**config.mk**
```make
export PLATFORM = sky130hd
export DESIGN_NAME = jmp_issue_flat
export DESIGN_NICKNAME = d
export VERILOG_FILES = /design/src/rtl/jmp_pkg.sv /design/src/rtl/jmp_issue_if.sv /design/src/rtl/jmp_issue_fifo.sv /design/src/rtl/jmp_issue.sv /design/src/flat_wrapper.sv
export SDC_FILE = /design/constraint.sdc
export NUM_CORES = 1
export LEC_CHECK = 0
export CORE_MARGIN = 8
export CORE_UTILIZATION = 56
export CTS_CLUSTER_DIAMETER = 120
export CTS_CLUSTER_SIZE = 40
export DETAILED_ROUTE_END_ITERATION = 16
export DONT_BUFFER_PORTS = 1
export PLACE_DENSITY_LB_ADDON = 0.2
export SETUP_SLACK_MARGIN = 0.2
export SLEW_MARGIN = 20
export SYNTH_ARGS = -nofsm -noshare
export SYNTH_HDL_FRONTEND = slang
export SYNTH_SLANG_ARGS = --single-unit
```
**constraint.sdc**
```tcl
create_clock -name clk -period 3 [get_ports clk]
set_input_delay 0.9 -clock clk [delete_from_list [all_inputs] [get_ports clk]]
set_output_delay 0.9 -clock clk [all_outputs]
set_load 0.01 [all_outputs]
```
**src/rtl/jmp_pkg.sv**
```systemverilog
// Shared field layout, occupancy encoding and default opcode for the jump issuer.
// Latency: none (declarations only).
// Backpressure: not applicable.
package jmp_pkg;

    localparam logic [5:0] J_OPC_DEFAULT = 6'd2;

    // Bit positions of the 64-bit word the jump filter decodes
    localparam int OPC_LSB = 26;
    localparam int OPC_W   = 6;
    localparam int TGT_W   = 26;
    localparam int TAG_LSB = 32;

    typedef struct packed {
        logic [31:0]      tag;
        logic [OPC_W-1:0] opc;
        logic [TGT_W-1:0] tgt;
    } instr_word_t;

    typedef enum logic [1:0] {
        OCC_EMPTY   = 2'd0,
        OCC_PARTIAL = 2'd1,
        OCC_FULL    = 2'd2
    } occ_state_t;

endpackage

```
**src/rtl/jmp_issue_if.sv**
```systemverilog
// Request and output-word handshake bundle of the jump issuer.
// Latency: none (wiring only).
// Backpressure: req_ready throttles requests, o_ready throttles words.
interface jmp_issue_if;
    import jmp_pkg::*;

    logic             req_valid;
    logic             req_ready;
    logic             req_jump;
    logic [TGT_W-1:0] req_target;
    logic [31:0]      req_payload;
    logic             o_valid;
    logic             o_ready;
    logic [63:0]      o_word;

    // Requester / word consumer side
    modport master (
        output req_valid, req_jump, req_target, req_payload, o_ready,
        input  req_ready, o_valid, o_word
    );

    // Issuer side
    modport slave (
        input  req_valid, req_jump, req_target, req_payload, o_ready,
        output req_ready, o_valid, o_word
    );

endinterface

```
**src/rtl/jmp_issue_fifo.sv**
```systemverilog
// Generic DEPTH x W circular FIFO with EMPTY/PARTIAL/FULL occupancy tracking.
// Latency: a pushed entry is readable on rdata one cycle after the push edge.
// Backpressure: push ignored while full (even with a same-cycle pop); pop ignored while empty.
module jmp_issue_fifo
    import jmp_pkg::*;
#(
    parameter int DEPTH = 4,
    parameter int W     = 64
) (
    input  logic         clk,
    input  logic         rst_n,
    input  logic         push,
    input  logic [W-1:0] wdata,
    input  logic         pop,
    output logic [W-1:0] rdata,
    output logic         full,
    output logic         empty
);

    localparam int PW = $clog2(DEPTH);
    localparam int CW = PW + 1;

    logic [PW-1:0] wr_ptr_q, wr_ptr_d;
    logic [PW-1:0] rd_ptr_q, rd_ptr_d;
    logic [CW-1:0] cnt_q, cnt_d;
    occ_state_t    state_q, state_d;
    logic [W-1:0]  mem_q [DEPTH];
    logic [W-1:0]  mem_d [DEPTH];
    logic          do_push;
    logic          do_pop;

    // Flags come straight from the registered state so ready/valid never depend on inputs
    assign full    = (state_q == OCC_FULL);
    assign empty   = (state_q == OCC_EMPTY);
    assign do_push = push & ~full;
    assign do_pop  = pop & ~empty;
    assign rdata   = mem_q[rd_ptr_q];

    // Next pointers, count, occupancy state and storage
    always_comb begin
        wr_ptr_d = wr_ptr_q;
        rd_ptr_d = rd_ptr_q;
        cnt_d    = cnt_q;
        state_d  = state_q;
        mem_d    = mem_q;

        if (do_push) begin
            mem_d[wr_ptr_q] = wdata;
            wr_ptr_d        = wr_ptr_q + PW'(1);
        end
        if (do_pop) begin
            rd_ptr_d = rd_ptr_q + PW'(1);
        end

        case ({do_push, do_pop})
            2'b10:   cnt_d = cnt_q + CW'(1);
            2'b01:   cnt_d = cnt_q - CW'(1);
            default: cnt_d = cnt_q;
        endcase

        if (cnt_d == '0) begin
            state_d = OCC_EMPTY;
        end else if (cnt_d == CW'(DEPTH)) begin
            state_d = OCC_FULL;
        end else begin
            state_d = OCC_PARTIAL;
        end
    end

    // State register; reset clears storage so the head reads zero while empty
    always_ff @(posedge clk or negedge rst_n) begin
        if (!rst_n) begin
            wr_ptr_q <= '0;
            rd_ptr_q <= '0;
            cnt_q    <= '0;
            state_q  <= OCC_EMPTY;
            for (int i = 0; i < DEPTH; i++) begin
                mem_q[i] <= '0;
            end
        end else begin
            wr_ptr_q <= wr_ptr_d;
            rd_ptr_q <= rd_ptr_d;
            cnt_q    <= cnt_d;
            state_q  <= state_d;
            mem_q    <= mem_d;
        end
    end

endmodule

```
**src/rtl/jmp_issue.sv**
```systemverilog
// Formats jump/raw requests into sequence-tagged 64-bit words and queues them for the jump filter.
// Latency: accepted request appears on o_word one cycle later when the queue was empty.
// Backpressure: req_ready low while the queue is full; head held until o_ready.
// Option JMP_ISSUE_ZERO_GUARD_EN: drop zero-target jumps at the source and count them.
module jmp_issue
    import jmp_pkg::*;
#(
    parameter int               DEPTH = 4,
    parameter int               SEQ_W = 16,
    parameter logic [OPC_W-1:0] J_OPC = J_OPC_DEFAULT
) (
    input  logic        clk,
    input  logic        rst_n,
    jmp_issue_if.slave  bus,
    output logic [15:0] drop_cnt,
    output logic        busy
);

    logic [SEQ_W-1:0]   seq_q, seq_d;
    logic [TAG_LSB-1:0] instr;
    instr_word_t        word;
    logic               accept;
    logic               drop;
    logic               push;
    logic               full;
    logic               empty;

    // Build the instruction and the tagged word; raw payloads carrying the jump
    // opcode land in the same opc/tgt fields the filter decodes, so one rule classifies both
    always_comb begin
        instr    = bus.req_jump ? {J_OPC, bus.req_target} : bus.req_payload;
        word.tag = 32'(seq_q);
        word.opc = instr[OPC_LSB +: OPC_W];
        word.tgt = instr[TGT_W-1:0];
    end

    assign accept = bus.req_valid & bus.req_ready;

`ifdef JMP_ISSUE_ZERO_GUARD_EN
    logic [15:0] drop_cnt_q, drop_cnt_d;

    assign drop = (word.opc == J_OPC) && (word.tgt == '0);

    // Saturating count of zero-target jumps swallowed here
    always_comb begin
        drop_cnt_d = drop_cnt_q;
        if (accept && drop && (drop_cnt_q != 16'hFFFF)) begin
            drop_cnt_d = drop_cnt_q + 16'd1;
        end
    end

    // Drop counter register
    always_ff @(posedge clk or negedge rst_n) begin
        if (!rst_n) begin
            drop_cnt_q <= '0;
        end else begin
            drop_cnt_q <= drop_cnt_d;
        end
    end

    assign drop_cnt = drop_cnt_q;
`else
    assign drop     = 1'b0;
    assign drop_cnt = '0;
`endif

    // Dropped requests still complete their handshake but never reach the queue
    assign push = accept & ~drop;

    // Sequence tag advances only for words actually written
    always_comb begin
        seq_d = seq_q;
        if (push) begin
            seq_d = seq_q + SEQ_W'(1);
        end
    end

    // Sequence register
    always_ff @(posedge clk or negedge rst_n) begin
        if (!rst_n) begin
            seq_q <= '0;
        end else begin
            seq_q <= seq_d;
        end
    end

    jmp_issue_fifo #(
        .DEPTH (DEPTH),
        .W     (64)
    ) u_fifo (
        .clk   (clk),
        .rst_n (rst_n),
        .push  (push),
        .wdata (word),
        .pop   (bus.o_valid & bus.o_ready),
        .rdata (bus.o_word),
        .full  (full),
        .empty (empty)
    );

    assign bus.req_ready = ~full;
    assign bus.o_valid   = ~empty;
    assign busy          = ~empty;

endmodule

```
**src/flat_wrapper.sv**
```systemverilog
// flat-port wrapper written by rule: the top's interface ports become plain ports
module jmp_issue_flat import jmp_pkg::*;
#(
    parameter int               DEPTH = 4,
    parameter int               SEQ_W = 16,
    parameter logic [OPC_W-1:0] J_OPC = J_OPC_DEFAULT
)
  (clk, rst_n, drop_cnt, busy, bus_req_valid, bus_req_jump, bus_req_target, bus_req_payload, bus_o_ready, bus_req_ready, bus_o_valid, bus_o_word);
  jmp_issue_if bus_i ();
  input  logic clk;
  input  logic rst_n;
  output logic [15:0] drop_cnt;
  output logic busy;
  input wire logic [$bits(bus_i.req_valid)-1:0] bus_req_valid;
  input wire logic [$bits(bus_i.req_jump)-1:0] bus_req_jump;
  input wire logic [$bits(bus_i.req_target)-1:0] bus_req_target;
  input wire logic [$bits(bus_i.req_payload)-1:0] bus_req_payload;
  input wire logic [$bits(bus_i.o_ready)-1:0] bus_o_ready;
  output wire logic [$bits(bus_i.req_ready)-1:0] bus_req_ready;
  output wire logic [$bits(bus_i.o_valid)-1:0] bus_o_valid;
  output wire logic [$bits(bus_i.o_word)-1:0] bus_o_word;
  assign bus_i.req_valid = bus_req_valid;
  assign bus_i.req_jump = bus_req_jump;
  assign bus_i.req_target = bus_req_target;
  assign bus_i.req_payload = bus_req_payload;
  assign bus_i.o_ready = bus_o_ready;
  assign bus_req_ready = bus_i.req_ready;
  assign bus_o_valid = bus_i.o_valid;
  assign bus_o_word = bus_i.o_word;
  jmp_issue #(.DEPTH(DEPTH), .SEQ_W(SEQ_W), .J_OPC(J_OPC)) u_core (.clk(clk), .rst_n(rst_n), .bus(bus_i), .drop_cnt(drop_cnt), .busy(busy));
endmodule
```
==> results of run 1 <==
[through the flow]
step / worst slack [ps] / hold WS (ps) / instance area, um^2 / util [%]
global placement: 494 / 448 / 9850 / 56.9
detailed placement: 393 / 471 / 9850 / 56.9
CTS: 204 / 88.7 / 10100 / 58.6
floorplan: 542 / 431 / 10000 / -
finish: 243 / 105 / 10200 / 58.7
global route: 158 / 69.9 / 10200 / 58.7
[cell families after synthesis]
| logic type | share of synthesized area [%] |
|---|---|
| DFF | 54.7 |
| muxes | 23.0 |
| and+or+nand+nor | 7.42 |
| AOI/OAI and AO/OA | 5.59 |
| buffers and inverters | 6.44 |
| xor gates and xnor gates | 1.85 |
| adders and majority gates | 0.957 |
| other | 0.0378 |
[power by group through the flow]
stage                     Combinational [W]  Sequential [W]  Clock, W
after global routing                0.00414         0.00489   0.00161
final                               0.00376         0.00475   0.00145
after floorplan                     0.00328         0.00446         0
after CTS                           0.00375         0.00476   0.00151
after global placement              0.00348         0.00484         0
after detailed placement            0.00366         0.00488         0
[registers in the layout, indices dropped and copies added, names as in the netlist, named ones only]
register / count
u_core.u_fifo.wr_ptr_q: 2
u_core.u_fifo.cnt_q: 2
u_core.seq_q: 16
u_core.u_fifo.rd_ptr_q: 2
u_core.u_fifo.mem_q: 192
u_core.u_fifo.state_q: 2
[how the worst max path moves through the flow]
stage | cells past startpoint | endpoint | start | slack (ps)
after CTS | 2 | bus_o_word[21] | u_core.u_fifo.rd_ptr_q[0] | 200
after detailed placement | 9 | u_core.u_fifo.state_q[1] | bus_req_valid | 390
after global routing | 2 | bus_o_word[25] | u_core.u_fifo.rd_ptr_q[0] | 160
after floorplan | 10 | u_core.u_fifo.state_q[1] | bus_req_valid | 540
final | 2 | bus_o_word[45] | u_core.u_fifo.rd_ptr_q[0] | 240
after global placement | 9 | u_core.u_fifo.state_q[1] | bus_req_valid | 490
[routing by layer]
metal,vias to the layer above,track usage (%),wire length [um]
li1,2533,-,-
met1,2951,23.4,8320
met2,131,30.2,10100
met3,15,4.22,1360
met4,2,2.83,165
met5,-,0,8
[repair_timing]
item | CTS | global route
setup buffers | 3 | 2
setup endpoints to repair | 36 | 44
gates cloned | 0 | 0
resized for setup | 1 | 2
[worst max-delay path, cell delays in order, from the launching register on]
cell     delay, ps
dfrtp_4        540
buf_4          260
mux4_2         580
[synth_stat cells, drive strengths merged (7+ instances only)]
| master | n |
|---|---|
| dfrtp | 217 |
| nor2 | 114 |
| a21oi | 110 |
| buf | 84 |
| mux2 | 84 |
| mux4 | 48 |
| mux2i | 26 |
| nand2 | 11 |
| xor2 | 11 |
| xnor2 | 10 |
| inv | 8 |
| nor2b | 7 |
[layout make-up]
cell class                 count  area share [%]
tap                          225            2.77
inverter                       8           0.296
clock buffer                  10            2.25
sequential                   217            53.5
multi-input combinational    485            39.2
timing repair buffer          16            1.70
clock inverter                 1           0.296
[cell usage in the layout (no fill, tap or decap), types with 3 or more instances in the layout]
cell	count
inv_1	8
xor2_1	11
nor2b_1	7
xnor2_1	10
mux4_2	48
and3_4	4
dfrtp_1	215
nand2_1	11
nor2_1	114
conb_1	32
nor3_2	3
clkbuf_16	9
ha_1	6
and2_1	3
a21oi_1	110
mux2_2	82
buf_4	11
mux2i_1	26
==> results.txt, run 1 <==
Total GRT Usage - 17.8%
Final period util - 91.9%
Syn Std Cell Area - 0.00993 mm^2
CORE AREA - 0.0173 mm^2
Reg2Reg Setup Slack - 570 ps
area leader, netlist - dfrtp_1
largest net degree at the start of global routing - 218
Sw Share - 35.4%
Ys Warns - 0
first-pass GRT wire length - 32.2 mm
Final Power - 0.00996 W
Worst EP required - 2100 ps
final WL - 20.0 mm
slew margin rel. - 55.9%
vias post-DR - 5632
clock root cell - clkbuf_16
post-DP HPWL - 13.4 mm
Max Fclk - 0.363 GHz
CP arrival - 1860 ps
CP Capture Type - output port
Fin Clk Skew - 40.4 ps
Die Area - 0.0223 mm^2
# DRC - 0
CTS Buffer Depth - 3
setup tns final - 0 ps
IO buf count - 0
Worst-Skew Late Latency - 480 ps
H-tree levels - 1
RSZ-0062 raised after global routing - yes
CP startpoint kind - flop
Top FF cell, synth - dfrtp_1
slew at the pin closest to its max-slew limit - 661 ps
Multi-input gate area - 0.00398 mm^2
DP Cell Count - 946
vias in the first global route - 6026
MaxCap Viol Count - 0
WL per Instance - 20.7 um
FF-to-FF Start - u_core.u_fifo.state_q[0]
Leak - 4.42 nW
worst-path maximum fanout - 9
Initial Utilization - 57.4%
R2R Path End - u_core.u_fifo.state_q[1]
placer congestion estimate - 0.788
iteration count of the initial detailed-routing pass - 4
Clock Power Share - 14.6%
total grt overflow - 0
Final nets - 807
Yosys cell types - 34
ys async rst share - 100%
Setup Viol. Count Final - 0
Cells after Synth - 765
top cell type's share of synthesized area - 54.7%
post-route antenna net violation count - 0
number of synthesized flops with an enable pin - 0
worst reg2reg path depth - 11
IO Pins - 146
#FFs+latches synth - 217
worst min path class - in -> async
post-synthesis sequential area ratio - 54.7%
# clock sinks - 217
combinational power share - 37.8%
Cell Pwr Density - 981 mW/mm^2
sequential share of power - 47.7%
Slew Limit Fails - 0
synth top area cells - dfrtp_1 (55%), mux4_2 (11%), mux2_2 (9.3%), a21oi_1 (5.5%), nor2_1 (4.3%)
Internal - 0.00644 W
CP Class - reg -> out
CTS tree - yes
number of vias per cell - 5.85
Layout area overhead - 2.29%
filler instances - 1357
syn avg cell area - 13.0 um^2
Num CTS Buffers - 9
Tmin final - 2760 ps
post-route insts no fill - 962
Hold Fails Final Rpt - 0
Psw - 0.00353 W
# diodes - 0
Chip Width - 149 um
antenna violations before repair - 1
Reg clk slew, reported paths - 140 ps
Reg area - 0.00544 mm^2
die height - 149 um
Worst IR Drop VDD - 948 uV
cts hold-fix bufs - 0
share of cells above drive strength 1 - 23.5%
row cnt - 48
status - finished clean
Detailed Route Iter0 Violations - 348
Power figures use the tool's default switching activity.
==> run 2, diff against run 1 <==
--- a/config.mk
+++ b/config.mk
@@ -11,6 +11,7 @@
 export CTS_CLUSTER_SIZE = 40
 export DETAILED_ROUTE_END_ITERATION = 16
 export DONT_BUFFER_PORTS = 1
+export MAX_ROUTING_LAYER = met4
 export PLACE_DENSITY_LB_ADDON = 0.2
 export SETUP_SLACK_MARGIN = 0.2
 export SLEW_MARGIN = 20
==> constraint.sdc (replaced) <==
create_clock -name clk -period 2.9 [get_ports clk]
set_input_delay 0.87 -clock clk [delete_from_list [all_inputs] [get_ports clk]]
set_output_delay 0.87 -clock clk [all_outputs]
set_load 0.01 [all_outputs]
==> run 2 against run 1 <==
Sequential cell count stayed put. Register-to-register slack better by 90 ps. Via count is 1.8% lower. Total power is 3.8% higher. Critical path depth stayed put. Sequential power is 2% higher. Final cell count is 0.31% lower. Global-route usage is 0.64 points higher. Hold slack worse by 21 ps. Wire length is 1.5% lower. Critical path type unchanged. Highest routed layer is now met4.
==> results.txt, run 2 (synthesized netlist as in run 1, its figures left out) <==
Clock Power Share - 14.2% (-0.4 points)
total grt overflow - 0 (unchanged)
Max Fclk - 0.369 GHz
iteration count of the initial detailed-routing pass - 4 (unchanged)
first-pass GRT wire length - 32.3 mm (+0.24%)
CP arrival - 1840 ps (-20 ps)
WL per Instance - 20.5 um (-1.2%)
Largest stage delay, worst path - 610 ps (+30 ps)
CP Capture Type - output port
# clock sinks - 217 (unchanged)
post-DP HPWL - 12.7 mm (-5.3%)
Cell Pwr Density - 1010 mW/mm^2 (+3.2%)
CP startpoint kind - flop
Biggest register - u_core.u_fifo.mem_q
Worst EP required - 2030 ps (-70 ps)
Leak - 4.43 nW (+0.20%)
Reg clk slew, reported paths - 140 ps (about the same)
RSZ-0062 raised after global routing - yes
Initial Utilization - 57.4% (unchanged)
Num CTS Buffers - 9 (unchanged)
Hold Fails Final Rpt - 0 (unchanged)
slew at the pin closest to its max-slew limit - 711 ps (+49.7 ps)
Fin Clk Skew - 40.0 ps (-0.421 ps)
most frequent cells in the layout - dfrtp_1 (215), nor2_1 (114), a21oi_1 (110)
H-tree levels - 1 (unchanged)
Largest register FFs - 192 (unchanged)
Slew Limit Fails - 0 (unchanged)
CTS tree - yes
worst-path maximum fanout - 27 (+18)
# DRC - 0 (unchanged)
Die Area - 0.0223 mm^2 (unchanged)
status - finished clean
cell count along the critical path - 2 (unchanged)
vias in the first global route - 6013 (-0.22%)
CP Class - reg -> out
Sw Share - 34.8% (-0.55 points)
final WL - 19.7 mm (-1.5%)
CTS Buffer Depth - 3 (unchanged)
sequential share of power - 46.7% (-1.0 points)
CORE AREA - 0.0173 mm^2 (unchanged)
placer congestion estimate - 0.723 (-8.3%)
Chip Width - 149 um (unchanged)
share of cells above drive strength 1 - 23.1% (-0.42 points)
Layout area overhead - 2.90%
CP max stage cell - mux4_2
Total GRT Usage - 18.5% (+0.64 points)
IO buf count - 0 (unchanged)
Final period util - 93.5%
largest net degree at the start of global routing - 218 (unchanged)
worst min path class - in -> async
vias post-DR - 5529 (-1.8%)
Top delay family on crit path - multiplexers
post-route antenna net violation count - 0 (unchanged)
Largest regs - u_core.u_fifo.mem_q (192), u_core.seq_q (16)
clock root cell - clkbuf_16
IO Pins - 146 (unchanged)
top layer in use - met4
Worst IR Drop VDD - 605 uV (-36%)
WL met3 - 1.27 mm (-7.0%)
most common cell after layout, fill and taps aside - dfrtp_1
combinational power share - 39.1% (+1.3 points)
Internal - 0.00674 W (+4.7%)
MaxCap Viol Count - 0 (unchanged)
die height - 149 um (unchanged)
worst reg2reg path depth - 10 (-1)
Psw - 0.00360 W (+2.2%)
row cnt - 48 (unchanged)
wl on met1 - 8.18 mm (-1.7%)
Detailed Route Iter0 Violations - 330 (-5.2%)
Setup Viol. Count Final - 0 (unchanged)
number of vias per cell - 5.77 (-1.5%)
Cell Chain, Critical Path - buf_16 > mux4_2
Hold Slack - 83.7 ps (-21.2 ps)
Final nets - 803 (-0.50%)
Tmin final - 2710 ps
antenna violations before repair - 1 (unchanged)
WP buf/inv - 1 (unchanged)
slew margin rel. - 52.6% (-3.3 points)
setup tns final - 0 ps (unchanged)
WL met2 - 10.1 mm (-0.41%)
Worst-Skew Late Latency - 470 ps (about the same)
-- run 2: changes by cell type in the layout (fill, tap and decap cells not counted), sizes merged --
cell and change:
buf -4, diode +1
-- run 2: routing by layer --
layer / vias to the layer above / global-route usage [%]
met5: - / -
met2: 142 / 31.1
met1: 2842 / 23.5
li1: 2534 / -
met4: 0 / 2.57
met3: 11 / 3.49
-- run 2: what timing repair did --
action / in CTS / in global routing
gates resized for setup: 3 / 2
pin swaps: 0 / 0
cloned: 1 / 0
endpoints found under the setup margin: 41 / 45
hold buffers: 0 / 0
buffers inserted: 3 / 0
-- run 2: worst paths after layout --
| check | slack (ps) | startpoint | endpoint |
|---|---|---|---|
| min | 80 | rst_n | u_core.u_fifo.mem_q[200] |
| max | 190 | u_core.u_fifo.rd_ptr_q[0] | bus_o_word[0] |
| max reg2reg | 660 | u_core.u_fifo.state_q[0] | u_core.u_fifo.state_q[1] |
| max in group asynchronous | 2540 | rst_n | u_core.u_fifo.mem_q[25] |
| min in group clk | 470 | flop | flop |
| min reg2reg | 470 | flop | flop |
-- run 2: worst register-to-register path, cell delays in order, from the launching register on --
cell,delay (ps)
dfrtp_1,400
nand2b_1,160
and2_1,260
inv_1,150
ha_1,190
inv_1,60
fa_1,370
xor2_1,150
nor2_1,110
xor2_1,200
nor2b_1,150
-- run 2: area by class of cell --
cell class / instances / area [um^2]
inverters: 8 / 30.0
clock buffers: 10 / 229
diodes: 1 / 2.50
repair buffers: 12 / 233
clock inverters: 1 / 30.0
flip-flops and latches: 217 / 5440
fillers: 1391 / 7080
well taps: 225 / 282
multi-input cells: 485 / 3980
-- run 2: per-stage QoR --
stage                     cells  total power, W  util (%)  instance area [um^2]  setup slack, ps
after floorplan             796         0.00800         -                 10000              472
after global routing        959          0.0111      59.1                 10200              125
final                       959          0.0103      59.1                 10200              187
after global placement      943         0.00862      57.1                  9870              412
after detailed placement    943         0.00886      57.1                  9870              346
after CTS                   958          0.0105      59.0                 10200              162
-- run 2: power by group through the flow --
stage	logic, W	clock network (W)	registers, W
2_1_floorplan	0.00339	0	0.00461
3_3_place_gp	0.00379	0	0.00484
3_5_place_dp	0.00393	0	0.00493
4_1_cts	0.00412	0.00154	0.00483
5_1_grt	0.00445	0.00164	0.00497
6_report	0.00404	0.00147	0.00483
